### config.mk
export PLATFORM = sky130hd
export DESIGN_NAME = mastermind_scorer
export DESIGN_NICKNAME = d
export VERILOG_FILES = /design/src/rtl/mastermind_scorer.sv
export SDC_FILE = /design/constraint.sdc
export NUM_CORES = 1
export LEC_CHECK = 0
export BUFFER_PORTS_ARGS = -buffer_cell sky130_fd_sc_hd__clkbuf_2
export CAP_MARGIN = 10
export CELL_PAD_IN_SITES_DETAIL_PLACEMENT = 0
export CELL_PAD_IN_SITES_GLOBAL_PLACEMENT = 1
export CORE_UTILIZATION = 49
export DETAILED_ROUTE_END_ITERATION = 8
export HOLD_SLACK_MARGIN = 0.08
export PLACE_DENSITY = 0.91
export RECOVER_POWER = 50
export SLEW_MARGIN = 0
export SYNTH_ARGS = -nofsm -noshare
export SYNTH_HDL_FRONTEND = slang
export SYNTH_SLANG_ARGS = --single-unit
### constraint.sdc
create_clock -name clock -period 5.4 [get_ports clock]
set_clock_uncertainty 0.05 [all_clocks]
set_input_delay 1.35 -clock clock [delete_from_list [all_inputs] [get_ports clock]]
set_output_delay 1.35 -clock clock [all_outputs]
set_load 0.01 [all_outputs]
### src/rtl/mastermind_scorer.sv
// Mastermind scoring engine: serially scores one guess against the secret code (red, then white)
// and tracks guess count, win and game-over for the current game.
module mastermind_scorer #(
    parameter int unsigned PEGS        = 4,
    parameter int unsigned COLOR_W     = 3,
    parameter int unsigned MAX_GUESSES = 8,
    localparam int unsigned CNT_W      = $clog2(PEGS + 1),
    localparam int unsigned GC_W       = $clog2(MAX_GUESSES + 1)
) (
    input  logic                      clock,
    input  logic                      resetn,
    input  logic                      clear,
    input  logic                      start,
    input  logic [PEGS*COLOR_W-1:0]   code,
    input  logic [PEGS*COLOR_W-1:0]   guess,
    output logic                      busy,
    output logic                      done,
    output logic [CNT_W-1:0]          red,
    output logic [CNT_W-1:0]          white,
    output logic [GC_W-1:0]           guess_count,
    output logic                      solved,
    output logic                      game_over
);

    localparam int unsigned IDX_W = $clog2(PEGS);

    typedef enum logic [1:0] {StIdle, StRed, StWhite, StDone} state_e;

    state_e                    state_q, state_d;
    logic [IDX_W-1:0]          idx_q, idx_d;
    logic [PEGS*COLOR_W-1:0]   code_q, code_d;
    logic [PEGS*COLOR_W-1:0]   guess_q, guess_d;
    logic [PEGS-1:0]           code_used_q, code_used_d;
    logic [PEGS-1:0]           guess_used_q, guess_used_d;
    logic [CNT_W-1:0]          wred_q, wred_d;
    logic [CNT_W-1:0]          wwhite_q, wwhite_d;
    logic [CNT_W-1:0]          red_q, red_d;
    logic [CNT_W-1:0]          white_q, white_d;
    logic                      done_q, done_d;
    logic [GC_W-1:0]           gc_q, gc_d;
    logic                      solved_q, solved_d;
    logic                      over_q, over_d;
    logic                      found;
    logic                      last_idx;

    assign last_idx = (idx_q == IDX_W'(PEGS - 1));

    always_comb begin
        state_d      = state_q;
        idx_d        = idx_q;
        code_d       = code_q;
        guess_d      = guess_q;
        code_used_d  = code_used_q;
        guess_used_d = guess_used_q;
        wred_d       = wred_q;
        wwhite_d     = wwhite_q;
        red_d        = red_q;
        white_d      = white_q;
        done_d       = 1'b0;
        gc_d         = gc_q;
        solved_d     = solved_q;
        over_d       = over_q;
        found        = 1'b0;

        unique case (state_q)
            StIdle: begin
                if (start && !over_q) begin
                    code_d       = code;
                    guess_d      = guess;
                    code_used_d  = '0;
                    guess_used_d = '0;
                    wred_d       = '0;
                    wwhite_d     = '0;
                    idx_d        = '0;
                    state_d      = StRed;
                end
            end
            StRed: begin
                if (code_q[idx_q*COLOR_W +: COLOR_W] == guess_q[idx_q*COLOR_W +: COLOR_W]) begin
                    wred_d              = wred_q + CNT_W'(1);
                    code_used_d[idx_q]  = 1'b1;
                    guess_used_d[idx_q] = 1'b1;
                end
                idx_d = last_idx ? '0 : idx_q + IDX_W'(1);
                if (last_idx) state_d = StWhite;
            end
            StWhite: begin
                // Lowest unused matching code peg wins, so each code peg is consumed once.
                if (!guess_used_q[idx_q]) begin
                    for (int j = 0; j < int'(PEGS); j++) begin
                        if (!found && !code_used_q[j] &&
                            code_q[j*COLOR_W +: COLOR_W] == guess_q[idx_q*COLOR_W +: COLOR_W]) begin
                            found          = 1'b1;
                            code_used_d[j] = 1'b1;
                        end
                    end
                end
                if (found) wwhite_d = wwhite_q + CNT_W'(1);
                idx_d = last_idx ? '0 : idx_q + IDX_W'(1);
                if (last_idx) state_d = StDone;
            end
            StDone: begin
                red_d    = wred_q;
                white_d  = wwhite_q;
                done_d   = 1'b1;
                gc_d     = (gc_q < GC_W'(MAX_GUESSES)) ? gc_q + GC_W'(1) : gc_q;
                solved_d = solved_q | (wred_q == CNT_W'(PEGS));
                over_d   = solved_d | (gc_d == GC_W'(MAX_GUESSES));
                state_d  = StIdle;
            end
            default: state_d = StIdle;
        endcase

        if (clear) begin
            state_d  = StIdle;
            idx_d    = '0;
            red_d    = '0;
            white_d  = '0;
            done_d   = 1'b0;
            gc_d     = '0;
            solved_d = 1'b0;
            over_d   = 1'b0;
        end
    end

    always_ff @(posedge clock or negedge resetn) begin
        if (!resetn) begin
            state_q      <= StIdle;
            idx_q        <= '0;
            code_q       <= '0;
            guess_q      <= '0;
            code_used_q  <= '0;
            guess_used_q <= '0;
            wred_q       <= '0;
            wwhite_q     <= '0;
            red_q        <= '0;
            white_q      <= '0;
            done_q       <= 1'b0;
            gc_q         <= '0;
            solved_q     <= 1'b0;
            over_q       <= 1'b0;
        end else begin
            state_q      <= state_d;
            idx_q        <= idx_d;
            code_q       <= code_d;
            guess_q      <= guess_d;
            code_used_q  <= code_used_d;
            guess_used_q <= guess_used_d;
            wred_q       <= wred_d;
            wwhite_q     <= wwhite_d;
            red_q        <= red_d;
            white_q      <= white_d;
            done_q       <= done_d;
            gc_q         <= gc_d;
            solved_q     <= solved_d;
            over_q       <= over_d;
        end
    end

    assign busy        = (state_q != StIdle);
    assign done        = done_q;
    assign red         = red_q;
    assign white       = white_q;
    assign guess_count = gc_q;
    assign solved      = solved_q;
    assign game_over   = over_q;

endmodule

* After elaboration in Yosys (flattened, before gate mapping)
Cells that the tools add are included.
W data, S select, Z words.
** Word-level totals
- Register bits :: 55
- Input port bits :: 28
- Output and inout bits :: 14
- Logic and storage cells :: 140
** Cells by class
- Add/subtract/negate cells :: 4
- $mul :: 1
- $lt $le $gt $ge :: 3
- Eq/ne operators :: 22
- Shift operators :: 2
- Multiplexer cells :: 53
- Bitwise gates (word level) :: 4
- Reduce and logical (&&, ||, !) cells :: 34
** Operators by type and width (number)
- $mux W4 :: 7
- $mux W1 :: 24
- $shiftx A12 B5 Y3 :: 2
- $mux W3 :: 7
- $reduce_and A5 Y1 :: 4
- $ne A2 B2 Y1 const B :: 8
- $eq A3 B3 Y1 :: 5
- $mux W2 :: 7
- $pmux W3 S2 :: 2
- $pmux W4 S3 :: 1
- $logic_and A1 B1 Y1 :: 9
- $ne A3 B3 Y1 const B :: 3
- $reduce_and A3 Y1 :: 3
- $logic_not A1 Y1 :: 8
- $or A4 B4 Y4 :: 2
- $pmux W2 S4 :: 1
- $pmux W4 S2 :: 1
- $reduce_bool A2 Y1 :: 4
- $add A3 B1 Y3 const B :: 2
- $eq A2 B2 Y1 const B :: 3
- $reduce_bool A3 Y1 :: 2
- $add A4 B1 Y4 const B :: 1
- $eq A4 B4 Y1 const B :: 1
- $lt A4 B4 Y1 const B :: 1
- 13 further kinds :: 15

* Logic depth before layout (Yosys ltp)
- Depth in word-level cells :: 27
- Gate-level depth with buffers :: 9
- Mapped depth without buffers :: 8

* Worst setup path before layout
OpenSTA, ideal clock, no wires.
- Kind :: input to register
- From :: in start
- To :: reg code_used_q[1]
- Library setup time :: 90 ps
- Arrival :: 2531 ps
- Data required time :: 5260 ps
- Path slack :: 2729 ps
- Cell stages on the path :: 6
- Path buffers :: 0
- Path through :: nor2b_1 -> nor2_1 -> nor2_1 -> o2111ai_2 -> or3b_1 -> o221ai_1
** Between the ends
- Longest elaborated chain between the ends :: 3
** RTL lines
- start, declared :: RTL line 13 : input logic start,
- $logic_and A1 B1 Y1 :: RTL line 67 : if (start && !over_q) begin
- $ne A2 B2 Y1 (no source line)
- $reduce_and A5 Y1 (no source line)
- end signal, assigned :: RTL line 147 : code_used_q <= code_used_d;
- end, declared :: RTL line 33 : logic [PEGS-1:0] code_used_q, code_used_d;
No other way between the ends.
A chain may end at the register's enable or synchronous reset.

* Worst setup path in the final report
- From :: reg idx_q[0]
- To :: reg code_used_q[2]
** Between the ends
- Longest elaborated chain between the ends :: 18
- Elaborated cells on any way between the ends :: 34
- Classes of those cells :: mul (1); order compare (2); eq/ne (7); shift (2); mux (12); bitwise (1); reduce/logical (9)
** RTL lines
- start, declared :: RTL line 30 : logic [IDX_W-1:0] idx_q, idx_d;
- start signal, assigned :: RTL line 144 : idx_q <= idx_d;
- $mul A2 B2 Y4 :: RTL line 79, 92
- $shiftx A12 B5 Y3 :: RTL line 79, 92
- $eq A3 B3 Y1 :: RTL line 92 : code_q[j*COLOR_W +: COLOR_W] == guess_q[idx_q*COLOR_W +: COLOR_W]) begin
- $logic_and A1 B1 Y1 :: RTL line 91 : if (!found && !code_used_q[j] &&
- $mux W1 :: RTL line 91
- $mux W1 :: RTL line 89 : if (!guess_used_q[idx_q]) begin
- $mux W1 :: RTL line 65 : unique case (state_q)
- $logic_not A1 Y1 :: RTL line 91
- $logic_and A1 B1 Y1 (2 in a row) :: RTL line 91
- $mux W1 :: RTL line 91
- $mux W1 :: RTL line 89
- $mux W1 :: RTL line 65
- $logic_not A1 Y1 :: RTL line 91
- $logic_and A1 B1 Y1 (2 in a row) :: RTL line 91
- $ne A2 B2 Y1 (no source line)
- $reduce_and A5 Y1 (no source line)
Parallel ways exist; a longest one is shown, timed or not. The select of a mux whose other input is x is not followed.

==> impl_metrics.yaml <==
logic_synthesis:
  seq_area_frac_synth_pct: 46.4
  synth_edf_count: 0
  syn_inst: 259
  ys_warn_count: 0
  ys.flop_type: "dfrtp_1"
  synthArstFlopShare_pct: 100
  syn_area_sq_um: 2970
  synth_seq_cells: 55
  synth_most_common_cell: "dfrtp_1"
  yosys-top-cells-area: "dfrtp_1 46%, mux2_2 9.5%, ha_1 5.1%"
  synth_nets: 299
  syn_area_per_cell_sq_um: 11.4
  yosys-top-cells-count: "55 x dfrtp_1, 25 x mux2_2, 25 x nor2_1"
  yosysTopAreaCell: "dfrtp_1"
  synth_cell_types: 51
  synth.top_cell.area_share_pct: 46.4
final_layout:
  nets: 335
  num_antenna_cells: 0
  drive_gt1_share_pct: 28.0
  fillCellCount: 489
  area_growth_pct: 11.9
  stdcell_area_sq_um: 3320
clock_network:
  holdBufCountCts: 0
  cts.sinks: 55
  cts_tree: "yes"
  htree_levels: 2
  clockRootBuffer: "clkbuf_8"
  cts_max_path_buffers: 2
  post_cts.repair.setup_buffers: 0
  clk_pin_slew_worst_paths_ps: 100
  cts_resized: 0
  clkLatencyLatePin_ps: 310
  cts_buffers: 5
place:
  placedInstanceArea_sq_um: 3200
  gp_congestion: 0.778
  portBuffers: 41
  dp_hpwl_microns: 4220
  pre_cts_slack_ps: 2220
detailed_routing:
  vias_per_cell: 5.67
  first_pass_iters: 5
  via_count: 2088
  drc: 0
  routed_wl_microns: 5870
  routedWlPerCell_microns: 15.9
  drt-initial-drc-count: 195
  postRouteAntennaNets: 0
power:
  clock_power_share_pct: 16.4
  p_switching_uw: 687
  seq_power_share_pct: 36.4
  leakage_uw: 0.00150
  vdd_drop_max_mv: 0.302
  intPower_uw: 1070
  swShare_pct: 39.2
  power_frac_comb_pct: 47.2
  power_density_nw_per_um2: 529
timing:
  setup_ws_ps: 2390
  worst-slew-pin-transition_ps: 1010
  final-setup-viol-count: 0
  period_needed_ps: 3010
  timing.hold.ws_ps: 454
  rsz0062_at_grt: "false"
  fmax_mhz: 332
  setup_tns_ps: 0
  finalCritPeriodShare_pct: 55.8
  drv_slew: 0
  hold_violations: 0
  maxSlewHeadroom_pct: 32.7
run:
  maxCapViolations: 0
die:
  initial_core_util_pct: 52.2
  ios: 42
  die_h_microns: 79.8
  dieArea_sq_um: 6370
  chipWidth_microns: 79.8
  core_sq_um: 5680
  row_count: 27
critical_path:
  crit_chain: "mux4_2 -> xor2_1 -> nor3_4 -> a21o_1 -> a32oi_1 -> a211o_1"
  reg2reg_depth: 6
  cp-end-kind: "flop"
  r2r_slack_ps: 2390
  cp_max_fo: 13
  max_stage_delay_ps: 770
  cp.required_ps: 5560
  r2r_start: "idx_q[0]"
  crit_type: "reg2reg"
  r2r-end: "code_used_q[2]"
  slowest_stage: "dfrtp_1"
  cp.arrival_ps: 3170
  critPathLaunchType: "flop"
grt:
  grt_max_degree: 56
  grt_pass1_wl_microns: 10100
  grt_pass1_vias: 2088
  grt_usage_pct: 20.9
  antenna_found_initial: 0
  overflow: 0
min_path:
  hold_path_class: "reg2reg"
  min_from: "code_used_q[2]"
  holdPathEnd: "code_used_q[2]"
  hold_depth: 1
status:
  status: "finished clean"
-- how the worst max path moves through the flow --
| stage | start | endpoint | slack (ps) |
|---|---|---|---|
| 6_report | idx_q[0] | code_used_q[2] | 2390 |
| 4_1_cts | idx_q[0] | code_used_q[1] | 2340 |
| 3_5_place_dp | start | guess_q[5] | 2220 |
| 5_1_grt | idx_q[0] | code_used_q[2] | 2200 |
| 2_1_floorplan | start | code_used_q[1] | 2730 |
| 3_3_place_gp | start | guess_q[2] | 2290 |
-- critical path: cells and delay by family (launching register included) --
family	cells	cell delay (ps)
DFF	1	770
and+or+nand+nor	1	510
xor gates and xnor gates	1	230
muxes	1	710
AOI/OAI and AO/OA	3	640
-- cells by family (layout without fill, tap and decap cells) --
group                    count (synthesis)  after routing  share of synthesized area (%)
XOR/XNOR                                17             17                           5.02
AND/OR/NAND/NOR                         63             63                           10.8
AO/OA/AOI/OAI                           41             41                           10.0
multiplexers                            42             42                           18.3
buffers and inverters                   29             66                           4.39
flip-flops                              55             55                           46.4
adder cells (fa/ha/maj)                 12             12                           5.06
-- metal layers --
| metal | GRT usage [%] | part of all wire, % | up-vias |
|---|---|---|---|
| met4 | 5.89 | 1.2 | 0 |
| met2 | 32.9 | 48 | 46 |
| met5 | 0 | 0 | - |
| met3 | 3.77 | 3.4 | 6 |
| met1 | 29.7 | 47 | 1041 |
| li1 | - | - | 995 |
-- sequential cells by signal, indices dropped and copies added, names as in the netlist --
signal and count:
state_q 2, code_q 12, guess_count 4, solved 1
guess_used_q 4, guess_q 12, wwhite_q 3, red 3
done 1, game_over 1, code_used_q 4, white 3
idx_q 2, wred_q 3
-- through the flow --
stage,total power (uW),cells,util (%)
CTS,1770,368,58.5
finish,1750,368,58.5
global route,1890,368,58.5
floorplan,1310,259,-
detailed placement,1470,360,56.3
global placement,1440,360,56.3
-- power by group through the flow --
stage / registers (uW) / logic [uW] / clock network (uW)
global route: 657 / 920 / 312
detailed placement: 647 / 823 / 0
CTS: 638 / 832 / 297
floorplan: 605 / 709 / 0
global placement: 639 / 800 / 0
finish: 638 / 828 / 288
-- cell usage in the layout, fill, tap and decap left out, types with 5 or more instances in the layout --
master	n
a22o_1	5
mux2i_1	10
clkbuf_8	6
mux4_2	6
dfrtp_1	55
xnor2_1	13
nand2_1	11
mux2_2	25
a21oi_1	6
nand4_1	6
inv_1	16
nor2_1	25
o21ai_0	8
clkbuf_2	40
ha_1	12
-- layout make-up --
type / instances / area (sq um) / share of cell area [%]
Tap cell: 72 / 90.1 / 2.71
Sequential cell: 55 / 1380 / 41.5
Timing Repair Buffer: 42 / 211 / 6.37
Multi-Input combinational cell: 175 / 1460 / 44.0
Inverter: 16 / 60.1 / 1.81
Clock inverter: 2 / 38.8 / 1.17
Clock buffer: 6 / 82.6 / 2.49
Note: power is estimated with default switching activity, not from simulation.
